`config.mk`:
```
export PLATFORM = sky130hd
export DESIGN_NAME = ram_arbiter
export DESIGN_NICKNAME = d
export VERILOG_FILES = /design/src/rtl/ram_arbiter.sv
export SDC_FILE = /design/constraint.sdc
export NUM_CORES = 1
export LEC_CHECK = 0
export BUFFER_PORTS_ARGS = -buffer_cell sky130_fd_sc_hd__buf_2
export CORE_MARGIN = 4
export CORE_UTILIZATION = 40
export CTS_CLUSTER_DIAMETER = 120
export CTS_CLUSTER_SIZE = 16
export DETAILED_ROUTE_END_ITERATION = 16
export GPL_ROUTABILITY_DRIVEN = 0
export PLACE_DENSITY_LB_ADDON = 0.12
export SLEW_MARGIN = 20
export SYNTH_ARGS = -nofsm -noshare
export SYNTH_HDL_FRONTEND = slang
export SYNTH_SLANG_ARGS = --single-unit
export TNS_END_PERCENT = 5
```
`constraint.sdc`:
```
create_clock -name clk_2 -period 2.84 [get_ports clk_2]
set_clock_uncertainty 0.2 [all_clocks]
set_input_delay 0.568 -clock clk_2 [delete_from_list [all_inputs] [get_ports clk_2]]
set_output_delay 0.568 -clock clk_2 [all_outputs]
set_load 0.02 [all_outputs]
```
`src/rtl/ram_arbiter.sv`:
```
// Two-requester arbiter/sequencer in front of a small single-port RAM.
// Define RAM_ARB_FIXED_PRIO_EN for fixed A-over-B priority (default: round-robin).
module ram_arbiter #(
  parameter int ADDR_WIDTH = 2,
  parameter int DATA_WIDTH = 2
) (
  input  logic                  clk_2,
  input  logic                  reset_n,
  input  logic                  req_a,
  input  logic                  req_b,
  input  logic                  we_a,
  input  logic                  we_b,
  input  logic [ADDR_WIDTH-1:0] addr_a,
  input  logic [ADDR_WIDTH-1:0] addr_b,
  input  logic [DATA_WIDTH-1:0] wdata_a,
  input  logic [DATA_WIDTH-1:0] wdata_b,
  output logic                  gnt_a,
  output logic                  gnt_b,
  output logic                  done_a,
  output logic                  done_b,
  output logic [DATA_WIDTH-1:0] rdata,
  output logic                  busy,
  output logic                  last_a
);

  localparam int DEPTH = 1 << ADDR_WIDTH;

  typedef enum logic [1:0] {
    IDLE   = 2'd0,
    ACCESS = 2'd1,
    DONE   = 2'd2
  } state_t;

  state_t state, state_n;

  logic [DATA_WIDTH-1:0] mem [DEPTH];

  logic                  cap_we, cap_we_n;
  logic [ADDR_WIDTH-1:0] cap_addr, cap_addr_n;
  logic [DATA_WIDTH-1:0] cap_wdata, cap_wdata_n;

  logic                  gnt_a_n, gnt_b_n;
  logic                  done_a_n, done_b_n;
  logic [DATA_WIDTH-1:0] rdata_n;
  logic                  busy_n, last_a_n;
  logic                  win_a;

`ifdef RAM_ARB_FIXED_PRIO_EN
  assign win_a = req_a;
`else
  // On a tie the previous winner yields.
  assign win_a = req_a & (~req_b | ~last_a);
`endif

  always_comb begin
    state_n     = state;
    cap_we_n    = cap_we;
    cap_addr_n  = cap_addr;
    cap_wdata_n = cap_wdata;
    gnt_a_n     = gnt_a;
    gnt_b_n     = gnt_b;
    done_a_n    = 1'b0;
    done_b_n    = 1'b0;
    rdata_n     = rdata;
    last_a_n    = last_a;
    unique case (state)
      IDLE: begin
        if (req_a | req_b) begin
          state_n     = ACCESS;
          last_a_n    = win_a;
          gnt_a_n     = win_a;
          gnt_b_n     = ~win_a;
          cap_we_n    = win_a ? we_a : we_b;
          cap_addr_n  = win_a ? addr_a : addr_b;
          cap_wdata_n = win_a ? wdata_a : wdata_b;
        end
      end
      ACCESS: begin
        state_n  = DONE;
        done_a_n = last_a;
        done_b_n = ~last_a;
        if (!cap_we) rdata_n = mem[cap_addr];
      end
      DONE: begin
        state_n = IDLE;
        gnt_a_n = 1'b0;
        gnt_b_n = 1'b0;
      end
      default: begin
        state_n = IDLE;
        gnt_a_n = 1'b0;
        gnt_b_n = 1'b0;
      end
    endcase
    busy_n = (state_n != IDLE);
  end

  always_ff @(posedge clk_2 or negedge reset_n) begin
    if (!reset_n) begin
      state     <= IDLE;
      cap_we    <= 1'b0;
      cap_addr  <= '0;
      cap_wdata <= '0;
      gnt_a     <= 1'b0;
      gnt_b     <= 1'b0;
      done_a    <= 1'b0;
      done_b    <= 1'b0;
      rdata     <= '0;
      busy      <= 1'b0;
      last_a    <= 1'b0;
    end else begin
      state     <= state_n;
      cap_we    <= cap_we_n;
      cap_addr  <= cap_addr_n;
      cap_wdata <= cap_wdata_n;
      gnt_a     <= gnt_a_n;
      gnt_b     <= gnt_b_n;
      done_a    <= done_a_n;
      done_b    <= done_b_n;
      rdata     <= rdata_n;
      busy      <= busy_n;
      last_a    <= last_a_n;
    end
  end

  // Contents survive reset; an async reset before ACCESS leaves state IDLE.
  always_ff @(posedge clk_2) begin
    if (state == ACCESS && cap_we) mem[cap_addr] <= cap_wdata;
  end

endmodule

```
* Word level (Yosys, flattened, before mapping)
Memories as Yosys holds them, arrays and structs flattened. A register that Yosys moved wholly into a read port is not among the register bits. Index checks and enable logic that the tools add are counted.
Cells by class: $lt $le $gt $ge 0, multiply operators 0, multiplexer cells 13, div/mod/pow operators 0, shift operators 0, add/sub/neg operators 0, reductions and logical operators 7, bitwise gates (word level) 8, equal/unequal tests 2
Operator list (number):
- $mux 1 | 7
- $mux 2 | 3
- $reduce_and 2->1 | 3
- $not 1->1 | 5
- $pmux 1 s2 | 2
- $pmux 2 s2 | 1
- $eq 2x1->1 const B | 1
- $logic_not 2->1 | 1
- $ne 2x2->1 const B | 1
- $or 1x1->1 | 2
- $reduce_bool 2->1 | 1
- $and 1x1->1 | 1
- $logic_and 1x1->1 | 1
- $logic_not 1->1 | 1
Storage, ports and cells: RAM bits 8, input port bits 14, logic and storage cells 41, bits in latches 0, memories 1, bits in read-only memories 0, register bits 13, output and inout bits 8
Memory list:
- mem | depth 4, bits a word 2, read ports 1, clocked after memory_dff 1, write ports 1, line 36 | logic [DATA_WIDTH-1:0] mem [DEPTH];

* Longest topological paths before layout
Gate-level depths: netlist of the first run.
depth in word-level cells 6, mapped depth 4, gate-level depth less buffers 4

* Least setup slack after synthesis of the first run
Ideal clock, no wire load.
kind input-to-reg, start in req_b, end reg cap_addr[0], library setup time 0.066 ns, stages 4, arrival 1.331 ns, path slack 1.242 ns, path buffers 1, required time 2.574 ns, cell sequence buf_2 > a21bo_2 > nor2_1 > a221o_1
On the way: longest elaborated chain between the ends 4, elaborated cells between the ends (all ways) 6, those cells by class 1 x mux; 4 x bitwise; 1 x reduce/logical
RTL lines:
- start: declaration | line 10 | input logic req_b,
- $not 1->1 | line 52 | assign win_a = req_a & (~req_b | ~last_a);
- $or 1x1->1 | line 52
- $and 1x1->1 | line 52
- $mux 2 | line 74 | cap_addr_n = win_a ? addr_a : addr_b;
- end signal: assignment | line 114 | cap_addr <= cap_addr_n;
- end: declaration | line 39 | logic [ADDR_WIDTH-1:0] cap_addr, cap_addr_n;
Several ways; a longest one is shown, not always the timed one. A chain may end at the register's enable or synchronous reset.

* Final worst setup path of the first run
start reg state[1], end mem mem[1][0] (enable)
On the way: longest elaborated chain between the ends 4
RTL lines:
- start: declaration | line 34 | state_t state, state_n;
- start signal: assignment | line 112 | state <= state_n;
- $eq 2x1->1 | line 128 | if (state == ACCESS && cap_we) mem[cap_addr] <= cap_wdata;
- $logic_and 1x1->1 | line 128
- $mux 1 | line 128
- $mux 1 (implied by the code) | line 128
- end: declaration | line 36
No other way between the ends.

==> load_flow_metrics.sql, run 1 <==
INSERT INTO impl_metrics (metric_group, metric, value, unit) VALUES
('status', 'run_status', 'completed', ''),
('floorplanning', 'chipHeight', '57.0', 'um'),
('pwr', 'vdd_drop_max', '0.000574', 'V'),
('sta', 'worst-slew-pin-transition', '420', 'ps'),
('floorplanning', 'initial_core_util', '0.426', ''),
('worst_setup_path', 'critPathLaunchType', 'flip-flop', ''),
('floorplanning', 'die_area', '0.00325', 'mm2'),
('cells_and_area', 'drive_gt1_frac', '0.304', ''),
('sta', 'hold_violations', '0', ''),
('sta', 'setup_viol_count_final', '0', ''),
('clocking', 'numClockSinks', '23', ''),
('floorplanning', 'top_level_ports', '22', ''),
('worst_setup_path', 'setup.worst_path.class', 'flip-flop to flip-flop', ''),
('placed_design', 'place.detailed.instances', '115', ''),
('logic_synthesis', 'mappedNetlistArea', '961', 'um2'),
('placed_design', 'place_ws', '1060', 'ps'),
('logic_synthesis', 'syn_inst', '69', ''),
('cells_and_area', 'non_filler_instances', '120', ''),
('clocking', 'cell_at_the_root_of_the_clock_tree', 'sky130_fd_sc_hd__clkbuf_4', ''),
('route', 'wire_per_inst', '13.7', 'um'),
('clocking', 'clkSlewWorstSetupHoldPaths', '120', 'ps'),
('clocking', 'cts_htree_levels', '1', ''),
('logic_synthesis', 'ys_warn_count', '0', ''),
('worst_setup_path', 'worstPathRequired', '2630', 'ps'),
('global_routing', 'via_count_of_the_first_global_routing_pass', '653', ''),
('logic_synthesis', 'yosys.cell_types.count', '23', ''),
('pwr', 'power.leakage', '0.505', 'nW'),
('cells_and_area', 'post_layout_net_count', '107', ''),
('placed_design', 'dpl_wire_length', '1290', 'um'),
('global_routing', 'grt_max_degree', '16', ''),
('clocking', 'clk_latency', '310', 'ps'),
('cells_and_area', 'layout_area_overhead', '16.1', '%'),
('pwr', 'power_per_cell_area', '992', 'mW/mm2'),
('global_routing', 'grt_overflow_total', '0', ''),
('clocking', 'tritoncts.num_buffers', '3', ''),
('worst_setup_path', 'critical_path_arrival', '1530', 'ps'),
('sta', 'timing.setup.tns', '0', 'ps'),
('global_routing', 'initial_antenna_violation_count', '0', ''),
('min_path', 'hold_wc_path_type', 'flip-flop to flip-flop', ''),
('floorplanning', 'row_count', '17', ''),
('route', 'wirelength', '1640', 'um'),
('route', 'route.detailed.drc', '0', ''),
('sta', 'worst_slack', '1090', 'ps'),
('clocking', 'cts_tree', 'yes', ''),
('worst_setup_path', 'critical_path_capture_point_type', 'flip-flop', ''),
('route', 'postRouteAntennaNets', '0', ''),
('logic_synthesis', 'yosysSeqAreaShare', '0.641', ''),
('clocking', 'cts_repair_resize_count', '0', ''),
('route', 'detailroute.via_count', '610', ''),
('sta', 'grt_setup_unrepaired', 'no', ''),
('sta', 'timing.max_slew.rel_slack', '0.719', ''),
('worst_setup_path', 'critical_path_peak_fanout', '4', ''),
('route', 'dr.pass1.iters', '2', ''),
('placed_design', 'portBuffers', '21', ''),
('floorplanning', 'core_region_area', '0.00225', 'mm2'),
('route', 'drt-initial-drc-count', '1', ''),
('global_routing', 'total_grt_usage', '0.119', ''),
('sta', 'fmaxAchievable', '573', 'MHz'),
('route', 'detail_route.vias_per_cell', '5.08', ''),
('logic_synthesis', 'synthesis.area_per_instance', '13.9', 'um2'),
('global_routing', 'first_pass_grt_wire_length', '2920', 'um'),
('clocking', 'cts.path.max_buffers', '2', ''),
('sta', 'post-route-min-period', '1750', 'ps'),
('logic_synthesis', 'mappedNetlistNets', '83', ''),
('floorplanning', 'fp.dieW', '57.0', 'um'),
('sta', 'fin_worst_hold_slack', '279', 'ps'),
('job', 'max_cap_violations', '0', ''),
('cells_and_area', 'finish.utilization', '0.495', ''),
('sta', 'final.period_utilization', '0.614', ''),
('sta', 'maxSlewViolCount', '0', ''),
('cells_and_area', 'antenna_cells_inserted', '0', ''),
('logic_synthesis', 'ys_ff_latch', '23', '');
-- metal layers --
metal | up-vias | GRT usage | wire, um | part of all wire
li1 | 302 | - | - | -
met1 | 283 | 0.150 | 763 | 0.46
met2 | 20 | 0.186 | 732 | 0.45
met3 | 5 | 0.0294 | 99 | 0.060
met4 | 0 | 0.0695 | 46 | 0.028
met5 | - | 0 | 0 | 0
-- layout make-up --
type | instances | area [um2]
multi-input combinational | 41 | 317
fill | 219 | 1140
sequential | 23 | 616
inverter | 2 | 7.51
clock buffer | 4 | 26.3
tap | 28 | 35.0
timing repair buffer | 22 | 115
-- placed cells by master, fill, tap and decap left out, types with 2 or more instances in the layout --
| cell | Yosys | routed |
|---|---|---|
| sky130_fd_sc_hd__a2bb2oi_1 | 2 | 2 |
| sky130_fd_sc_hd__mux2_2 | 2 | 2 |
| sky130_fd_sc_hd__mux4_1 | 2 | 2 |
| sky130_fd_sc_hd__edfxtp_1 | 8 | 8 |
| sky130_fd_sc_hd__a221o_1 | 5 | 5 |
| sky130_fd_sc_hd__nor2_1 | 5 | 5 |
| sky130_fd_sc_hd__nand2_1 | 7 | 7 |
| sky130_fd_sc_hd__buf_2 | 1 | 21 |
| sky130_fd_sc_hd__clkbuf_4 | 0 | 3 |
| sky130_fd_sc_hd__dfrtp_1 | 15 | 15 |
| sky130_fd_sc_hd__nor3b_1 | 2 | 2 |
| sky130_fd_sc_hd__nand2b_1 | 2 | 2 |
| sky130_fd_sc_hd__inv_1 | 2 | 2 |
| sky130_fd_sc_hd__nor3_1 | 6 | 6 |
-- metrics by stage --
step,area [um2],power (mW)
floorplan,961,0.868
global placement,1080,0.976
detailed placement,1080,0.980
CTS,1120,1.13
global route,1120,1.19
finish,1120,1.11
-- synth_stat cells (all sizes together) --
master	number	share of area
edfxtp	8	0.25
buf	2	0.017
or2	1	0.0065
nor3b	2	0.016
or2b	1	0.0078
a221o	5	0.052
nor2	5	0.020
nor3	6	0.031
mux4	2	0.055
and4	1	0.0091
inv	2	0.0078
nand2b	2	0.013
and2	1	0.0065
nor2b	1	0.0065
o21bai	1	0.020
clkbuf	1	0.0052
nand2	7	0.027
a21o	1	0.0078
a21bo	1	0.010
mux2	2	0.023
dfrtp	15	0.39
a2bb2oi	2	0.018
-- kinds of logic after synthesis --
group,count (synthesis),synth area share
AOI/OAI and AO/OA,10,0.108
muxes,4,0.0781
DFF,23,0.641
buffers and inverters,5,0.0299
and+or+nand+nor,27,0.143
-- registers in the layout, summed over array words and instances (netlist names), 2 cells and up --
signal / flops
cap_wdata: 2
cap_addr: 2
mem: 8
state: 2
rdata: 2
-- timing repair --
item,CTS,global route
hold buffers,1,0
setup endpoints to repair,0,0
setup buffers,0,0
hold endpoints to repair,15,0
-- critical path, cell delays in order (launching register included) --
cell                      delay [ps]
sky130_fd_sc_hd__dfrtp_1         420
sky130_fd_sc_hd__or2b_1          280
sky130_fd_sc_hd__inv_1           120
sky130_fd_sc_hd__nand2_1         100
sky130_fd_sc_hd__nor3b_1         310
-- final timing paths --
kind / startpoint / end / slack, ps / depth (start not counted)
hold reg to reg: state[1]$_DFF_PN0_ / gnt_b$_DFFE_PN0P_ / 280 / 1
setup / recovery: state[1]$_DFF_PN0_ / mem[1][0]$_DFFE_PP_ / 1090 / 4
min in group asynchronous: reset_n / done_a$_DFF_PN0_ / 480 / 2
max in group asynchronous: reset_n / cap_wdata[0]$_DFFE_PN0P_ / 1710 / 2
hold / removal: state[1]$_DFF_PN0_ / gnt_b$_DFFE_PN0P_ / 280 / 1
setup reg to reg: state[1]$_DFF_PN0_ / mem[1][0]$_DFFE_PP_ / 1090 / 4
-- where the power goes --
group	switching, mW	internal (mW)
clock	0.0899	0.0548
combinational	0.211	0.190
sequential	0.0908	0.470
Power figures use the tool's default switching activity.
==> inputs of run 2 (changes only) <==
ABC_AREA = 1   (was default)
clock period = 1.7 ns   (was 2.84 ns; I/O delays follow)
==> run 2 against run 1 <==
Register-to-register slack got worse by 950 ps. Synthesized cell count up 57%. Wire length increased by 7.1%. Largest cell class unchanged. Cell area increased by 4.7%. Cell count grew 34%. Non-clock buffer count is 1 higher. Total power increased by 69%. Clock-buffer cell count fell by 1. Global-route usage is 0.44 points lower. Critical endpoint is now mem[2][0]$_DFFE_PP_. Critical path depth up 1. Die area rose by 3.2%.
==> load_flow_metrics.sql, run 2 <==
INSERT INTO impl_metrics (metric_group, metric, value, unit) VALUES
('logic_synthesis', 'ys_ff_latch', '23', ''),
('cells_and_area', 'final_area', '0.00117', 'mm2'),
('logic_synthesis', 'syn_inst', '108', ''),
('min_path', 'hold_wc_path_type', 'input pin to flip-flop', ''),
('global_routing', 'total_grt_usage', '0.115', ''),
('route', 'route.detailed.drc', '0', ''),
('clocking', 'numClockSinks', '23', ''),
('sta', 'setup_viol_count_final', '0', ''),
('worst_setup_path', 'worstPathRequired', '1490', 'ps'),
('route', 'drt-initial-drc-count', '10', ''),
('placed_design', 'dpl_wire_length', '1390', 'um'),
('min_path', 'hold_path_depth', '5', ''),
('sta', 'timing.max_slew.rel_slack', '0.776', ''),
('clocking', 'cts.path.max_buffers', '2', ''),
('logic_synthesis', 'post-synth-top-count-cell', 'sky130_fd_sc_hd__nand2_1', ''),
('clocking', 'clk_latency', '300', 'ps'),
('logic_synthesis', 'mappedNetlistNets', '122', ''),
('route', 'wire_per_inst', '10.9', 'um'),
('worst_setup_path', 'critPathLaunchType', 'flip-flop', ''),
('logic_synthesis', 'post-synth-top-area-cell', 'sky130_fd_sc_hd__dfrtp_1', ''),
('route', 'wirelength', '1760', 'um'),
('cells_and_area', 'most_common_library_cell_in_the_layout_ignoring_fill_and_taps', 'sky130_fd_sc_hd__nand2_1', ''),
('cells_and_area', 'most-common-layout-cells', 'sky130_fd_sc_hd__nand2_1 (50), sky130_fd_sc_hd__buf_2 (21), sky130_fd_sc_hd__dfrtp_1 (15)', ''),
('cells_and_area', 'layout_area_overhead', '17.2', '%'),
('worst_setup_path', 'critical_path_peak_fanout', '5', ''),
('placed_design', 'place.detailed.instances', '156', ''),
('global_routing', 'initial_antenna_violation_count', '0', ''),
('sta', 'hold_violations', '0', ''),
('sta', 'worst-slew-pin-transition', '333', 'ps'),
('cells_and_area', 'non_filler_instances', '161', ''),
('cells_and_area', 'max_flop_register', 'mem', ''),
('sta', 'timing.setup.tns', '0', 'ps'),
('logic_synthesis', 'yosys.cell_types.count', '15', ''),
('route', 'detail_route.vias_per_cell', '4.57', ''),
('cells_and_area', 'drive_gt1_frac', '0.263', ''),
('pwr', 'netSwitchingFraction', '0.410', ''),
('worst_setup_path', 'setup.worst_path.class', 'flip-flop to flip-flop', ''),
('pwr', 'fin_total_pwr', '1.87', 'mW'),
('pwr', 'comb_power_share', '0.384', ''),
('floorplanning', 'chipHeight', '57.9', 'um'),
('worst_setup_path', 'timing.reg2reg.setup_slack', '140', 'ps'),
('logic_synthesis', 'synth-edff-count', '8', ''),
('clocking', 'cts_tree', 'yes', ''),
('pwr', 'intPower', '1.10', 'mW'),
('logic_synthesis', 'synthesis.area_per_instance', '9.23', 'um2'),
('logic_synthesis', 'synth_ff_type', 'sky130_fd_sc_hd__dfrtp_1', ''),
('sta', 'final.period_utilization', '0.916', ''),
('pwr', 'power.leakage', '0.606', 'nW'),
('worst_setup_path', 'critical_path_capture_point_type', 'flip-flop', ''),
('logic_synthesis', 'synth_top_cells_by_area', 'sky130_fd_sc_hd__dfrtp_1 (38%), sky130_fd_sc_hd__edfxtp_1 (24%), sky130_fd_sc_hd__nand2_1 (19%), sky130_fd_sc_hd__inv_1 (3.4%), sky130_fd_sc_hd__nand3_1 (3.0%)', ''),
('pwr', 'power_per_cell_area', '1600', 'mW/mm2'),
('logic_synthesis', 'async_reset_ff_frac', '0.652', ''),
('sta', 'fmaxAchievable', '642', 'MHz'),
('worst_setup_path', 'slowest_stage', 'sky130_fd_sc_hd__dfrtp_1', ''),
('pwr', 'power_share_of_the_clock_group', '0.130', ''),
('floorplanning', 'fp.dieW', '57.9', 'um'),
('placed_design', 'placement.cell_area', '0.00113', 'mm2'),
('logic_synthesis', 'mappedNetlistArea', '997', 'um2'),
('placed_design', 'portBuffers', '21', ''),
('sta', 'fin_worst_hold_slack', '108', 'ps'),
('placed_design', 'place_ws', '147', 'ps'),
('global_routing', 'first_pass_grt_wire_length', '2920', 'um'),
('clocking', 'cts_htree_levels', '1', ''),
('pwr', 'p_switching', '0.768', 'mW'),
('sta', 'maxSlewViolCount', '0', ''),
('cells_and_area', 'antenna_cells_inserted', '0', ''),
('floorplanning', 'core_region_area', '0.00230', 'mm2'),
('cells_and_area', 'post_layout_net_count', '148', ''),
('worst_setup_path', 'critical_path_arrival', '1350', 'ps'),
('job', 'max_cap_violations', '0', ''),
('route', 'detailroute.via_count', '736', ''),
('logic_synthesis', 'post_synth_most_frequent_cells', 'sky130_fd_sc_hd__nand2_1 (50), sky130_fd_sc_hd__dfrtp_1 (15), sky130_fd_sc_hd__inv_1 (9)', ''),
('cells_and_area', 'finish.utilization', '0.509', ''),
('floorplanning', 'top_level_ports', '22', ''),
('worst_setup_path', 'number_of_cells_on_the_worst_reg_to_reg_path', '5', ''),
('pwr', 'vdd_drop_max', '0.000711', 'V'),
('logic_synthesis', 'ys_warn_count', '0', ''),
('clocking', 'clkSlewWorstSetupHoldPaths', '120', 'ps'),
('global_routing', 'grt_max_degree', '16', ''),
('sta', 'grt_setup_unrepaired', 'no', ''),
('status', 'run_status', 'completed', ''),
('global_routing', 'via_count_of_the_first_global_routing_pass', '664', ''),
('sta', 'post-route-min-period', '1560', 'ps'),
('clocking', 'post-cts-setup-buffers', '0', ''),
('logic_synthesis', 'netlist.area_leader.share', '0.376', ''),
('worst_setup_path', 'slowest_cell_delay_on_critical_path', '380', 'ps'),
('floorplanning', 'die_area', '0.00336', 'mm2'),
('cells_and_area', 'largest_register_ff_count', '8', ''),
('floorplanning', 'initial_core_util', '0.434', ''),
('route', 'dr.pass1.iters', '4', ''),
('floorplanning', 'row_count', '17', ''),
('worst_setup_path', 'crit_chain', 'inv_1, nand2_1, inv_1, nand2_1, nor3_1', ''),
('route', 'postRouteAntennaNets', '0', ''),
('clocking', 'cell_at_the_root_of_the_clock_tree', 'sky130_fd_sc_hd__clkbuf_4', ''),
('logic_synthesis', 'yosysSeqAreaShare', '0.617', ''),
('clocking', 'tritoncts.num_buffers', '3', ''),
('sta', 'worst_slack', '143', 'ps'),
('global_routing', 'grt_overflow_total', '0', ''),
('pwr', 'share_seq_of_total_power', '0.486', '');
-- run 2: cell count changes after synthesis, sizes merged, moves of 5 or more --
cell / previous run / this run
nand2: 7 / 52
inv: 2 / 10
nand3: 0 / 6
o21ai: 0 / 6
a221o: 5 / 0
-- run 2: timing repair --
item	4_1_cts	5_1_grt
endpoints found under the setup margin	0	2
hold buffers	1	0
resized for setup	0	1
hold endpoints to repair	15	0
-- run 2: final timing paths --
| kind | from | to |
|---|---|---|
| min in group asynchronous | reset_n | done_a$_DFF_PN0_ |
| max in group asynchronous | reset_n | rdata[0]$_DFFE_PN0P_ |
| worst max register to register | state[1]$_DFF_PN0_ | mem[2][0]$_DFFE_PP_ |
| worst max-delay path | state[1]$_DFF_PN0_ | mem[2][0]$_DFFE_PP_ |
| worst min register to register | rdata[1]$_DFFE_PN0P_ | rdata[1]$_DFFE_PN0P_ |
| worst min-delay path | we_b | cap_we$_DFFE_PN0P_ |
-- run 2: cell type report --
type	count	area [um2]
Clock buffer	3	22.5
Clock inverter	1	5.00
Fill cell	227	1130
Inverter	10	37.5
Multi-Input combinational cell	73	330
Sequential cell	23	616
Tap cell	28	35.0
Timing Repair Buffer	23	123
-- run 2: worst max-delay path: cells and delay by family, from the launching register on --
kind	cells	cell delay [ps]
flops	1	380
simple gates	3	490
buf+inv	2	170
-- run 2: kinds of logic (layout without fill, tap and decap cells) --
kind of cell    after synthesis  in the layout  synth area share
flops                        23             23             0.617
simple gates                 67             67             0.285
compound gates                6              6            0.0414
buf+inv                      12             37            0.0565
-- run 2: metal layers --
| metal | vias to the layer above | share of wire | GRT usage |
|---|---|---|---|
| met5 | - | 0 | 0 |
| met4 | 0 | 0.018 | 0.0397 |
| met3 | 4 | 0.056 | 0.0312 |
| met2 | 17 | 0.42 | 0.169 |
| met1 | 322 | 0.50 | 0.162 |
| li1 | 393 | - | - |
-- run 2: power by group through the flow --
| stage | clock network, mW | registers (mW) | logic (mW) |
|---|---|---|---|
| global placement | 0 | 0.917 | 0.724 |
| detailed placement | 0 | 0.919 | 0.728 |
| finish | 0.244 | 0.910 | 0.718 |
| floorplan | 0 | 1.00 | 0.427 |
| CTS | 0.251 | 0.907 | 0.732 |
| global route | 0.277 | 0.939 | 0.815 |
==> inputs of run 3 (changes only) <==
CORE_MARGIN = 2   (was 4)
REMOVE_ABC_BUFFERS = 1   (was default)
==> run 3 against run 2 <==
Sequential power decreased by 0.4%. Sequential share of layout area increased by 0.11 points. Via count increased by 0.27%. Wire length decreased by 0.74%. Die area decreased by 13%. Clock-buffer cell count unchanged. Total power decreased by 0.15%. Cell area decreased by 0.21%. Global-route usage increased by 2.8 points. Largest cell class unchanged.
==> load_flow_metrics.sql, run 3 (synthesis results as in run 2) <==
INSERT INTO impl_metrics (metric_group, metric, value, unit) VALUES
('status', 'run_status', 'completed', ''),
('placed_design', 'placement.cell_area', '0.00113', 'mm2'),
('sta', 'final.period_utilization', '0.910', ''),
('placed_design', 'portBuffers', '21', ''),
('worst_setup_path', 'setup.worst_path.class', 'flip-flop to flip-flop', ''),
('worst_setup_path', 'critPathLaunchType', 'flip-flop', ''),
('sta', 'timing.setup.tns', '0', 'ps'),
('clocking', 'cts_tree', 'yes', ''),
('cells_and_area', 'n_fill_cell', '249', ''),
('worst_setup_path', 'crit_chain', 'inv_1, nand2_1, inv_1, nand2_1, nor3_1', ''),
('placed_design', 'place_ws', '185', 'ps'),
('route', 'dr.pass1.iters', '4', ''),
('cells_and_area', 'layout_area_overhead', '16.9', '%'),
('cells_and_area', 'antenna_cells_inserted', '0', ''),
('sta', 'grt_setup_unrepaired', 'no', ''),
('pwr', 'power_per_cell_area', '1600', 'mW/mm2'),
('worst_setup_path', 'slowest_stage', 'sky130_fd_sc_hd__dfrtp_1', ''),
('sta', 'hold_violations', '0', ''),
('cells_and_area', 'most_common_library_cell_in_the_layout_ignoring_fill_and_taps', 'sky130_fd_sc_hd__nand2_1', ''),
('cells_and_area', 'largest_register_ff_count', '8', ''),
('floorplanning', 'row_count', '18', ''),
('pwr', 'netSwitchingFraction', '0.409', ''),
('worst_setup_path', 'slowest_cell_delay_on_critical_path', '380', 'ps'),
('global_routing', 'gr-usage-met3', '0.0361', ''),
('floorplanning', 'fp.dieW', '53.9', 'um'),
('sta', 'timing.max_slew.rel_slack', '0.768', ''),
('route', 'drt-initial-drc-count', '16', ''),
('min_path', 'hold_wc_path_type', 'input pin to flip-flop', ''),
('floorplanning', 'initial_core_util', '0.414', ''),
('pwr', 'intPower', '1.10', 'mW'),
('global_routing', 'via_count_of_the_first_global_routing_pass', '695', ''),
('route', 'wire_per_inst', '10.7', 'um'),
('clocking', 'cts.path.max_buffers', '2', ''),
('worst_setup_path', 'critical_path_capture_point_type', 'flip-flop', ''),
('job', 'max_cap_violations', '0', ''),
('floorplanning', 'chipHeight', '53.9', 'um'),
('global_routing', 'grt.met2_usage', '0.232', ''),
('sta', 'post-route-min-period', '1550', 'ps'),
('route', 'wirelength', '1750', 'um'),
('clocking', 'tritoncts.num_buffers', '3', ''),
('global_routing', 'initial_antenna_violation_count', '0', ''),
('pwr', 'comb_power_share', '0.383', ''),
('pwr', 'vdd_drop_max', '0.000773', 'V'),
('placed_design', 'dpl_wire_length', '1320', 'um'),
('global_routing', 'total_grt_usage', '0.143', ''),
('worst_setup_path', 'critical_path_peak_fanout', '5', ''),
('cells_and_area', 'most-common-layout-cells', 'sky130_fd_sc_hd__nand2_1 (50), sky130_fd_sc_hd__buf_2 (21), sky130_fd_sc_hd__dfrtp_1 (15)', ''),
('pwr', 'power_share_of_the_clock_group', '0.133', ''),
('clocking', 'cts_htree_levels', '1', ''),
('clocking', 'post-cts-setup-buffers', '0', ''),
('sta', 'setup_viol_count_final', '0', ''),
('route', 'route.detailed.drc', '0', ''),
('sta', 'fin_worst_hold_slack', '102', 'ps'),
('clocking', 'cell_at_the_root_of_the_clock_tree', 'sky130_fd_sc_hd__clkbuf_4', ''),
('floorplanning', 'core_region_area', '0.00241', 'mm2'),
('worst_setup_path', 'worstPathRequired', '1490', 'ps'),
('global_routing', 'groute.layer.met1.usage', '0.174', ''),
('floorplanning', 'top_level_ports', '22', ''),
('global_routing', 'grt.busiest_layer', 'met2', ''),
('cells_and_area', 'drive_gt1_frac', '0.256', ''),
('sta', 'worst_slack', '152', 'ps'),
('route', 'detail_route.vias_per_cell', '4.53', ''),
('pwr', 'power.leakage', '0.604', 'nW'),
('sta', 'fmaxAchievable', '646', 'MHz'),
('cells_and_area', 'max_flop_register', 'mem', ''),
('global_routing', 'grt_overflow_total', '0', ''),
('worst_setup_path', 'critical_path_arrival', '1340', 'ps'),
('global_routing', 'grt_max_degree', '16', ''),
('route', 'postRouteAntennaNets', '0', ''),
('pwr', 'p_switching', '0.765', 'mW'),
('clocking', 'numClockSinks', '23', ''),
('cells_and_area', 'final_area', '0.00117', 'mm2'),
('floorplanning', 'die_area', '0.00291', 'mm2'),
('clocking', 'clk_latency', '310', 'ps'),
('pwr', 'fin_total_pwr', '1.87', 'mW'),
('cells_and_area', 'post_layout_net_count', '148', ''),
('route', 'detailroute.via_count', '738', ''),
('global_routing', 'first_pass_grt_wire_length', '2870', 'um'),
('sta', 'maxSlewViolCount', '0', ''),
('clocking', 'clkSlewWorstSetupHoldPaths', '130', 'ps'),
('sta', 'worst-slew-pin-transition', '345', 'ps'),
('pwr', 'share_seq_of_total_power', '0.485', '');
run 3: cell types whose count changed in the layout (fill, tap and decap cells not counted):
cell / previous run / this run
sky130_fd_sc_hd__nor3_1: 3 / 4
sky130_fd_sc_hd__nor3_2: 1 / 0
run 3: worst paths after layout:
kind	from	to	slack [ps]	cells after the start
setup / recovery	state[1]$_DFF_PN0_	mem[0][1]$_DFFE_PP_	150	5
hold / removal	we_b	cap_we$_DFFE_PN0P_	100	5
hold reg to reg	rdata[1]$_DFFE_PN0P_	rdata[1]$_DFFE_PN0P_	300	2
setup reg to reg	state[1]$_DFF_PN0_	mem[0][1]$_DFFE_PP_	150	5
max in group asynchronous	reset_n	cap_addr[1]$_DFFE_PN0P_	790	2
min in group asynchronous	reset_n	rdata[0]$_DFFE_PN0P_	240	2
run 3: timing repair:
| item | 4_1_cts | 5_1_grt |
|---|---|---|
| hold buffers | 1 | 0 |
| hold endpoints to repair | 15 | 0 |
| resized for setup | 0 | 0 |
run 3: power by group through the flow:
| stage | Clock, mW | Sequential (mW) | Combinational (mW) |
|---|---|---|---|
| detailed placement | 0 | 0.921 | 0.723 |
| global placement | 0 | 0.914 | 0.718 |
| CTS | 0.259 | 0.908 | 0.730 |
| finish | 0.248 | 0.906 | 0.715 |
| floorplan | 0 | 1.00 | 0.397 |
| global route | 0.280 | 0.933 | 0.829 |
run 3: through the flow:
stage | util | instances
after CTS | 0.484 | 163
after detailed placement | 0.468 | 158
after global routing | 0.484 | 163
final | 0.484 | 163
after floorplan | - | 106
after global placement | 0.468 | 158
run 3: metal layers:
metal | vias up | part of all wire | wire (um)
met1 | 322 | 0.47 | 817
li1 | 389 | - | -
met2 | 25 | 0.47 | 814
met5 | - | 0 | 0
met4 | 0 | 0.0086 | 15
met3 | 2 | 0.056 | 98
run 3: layout make-up:
type	count	area, um2	share of cell area
repair buffers	23	123	0.105
inverters	10	37.5	0.0322
clock buffers	3	22.5	0.0193
multi-input cells	73	325	0.279
well taps	30	37.5	0.0322
flip-flops and latches	23	616	0.528
clock inverters	1	5.00	0.00429
run 3: critical path: cells and delay by family (launching register included):
| family | cells | cell delay [ps] |
|---|---|---|
| simple gates | 3 | 480 |
| buf+inv | 2 | 160 |
| flops | 1 | 380 |
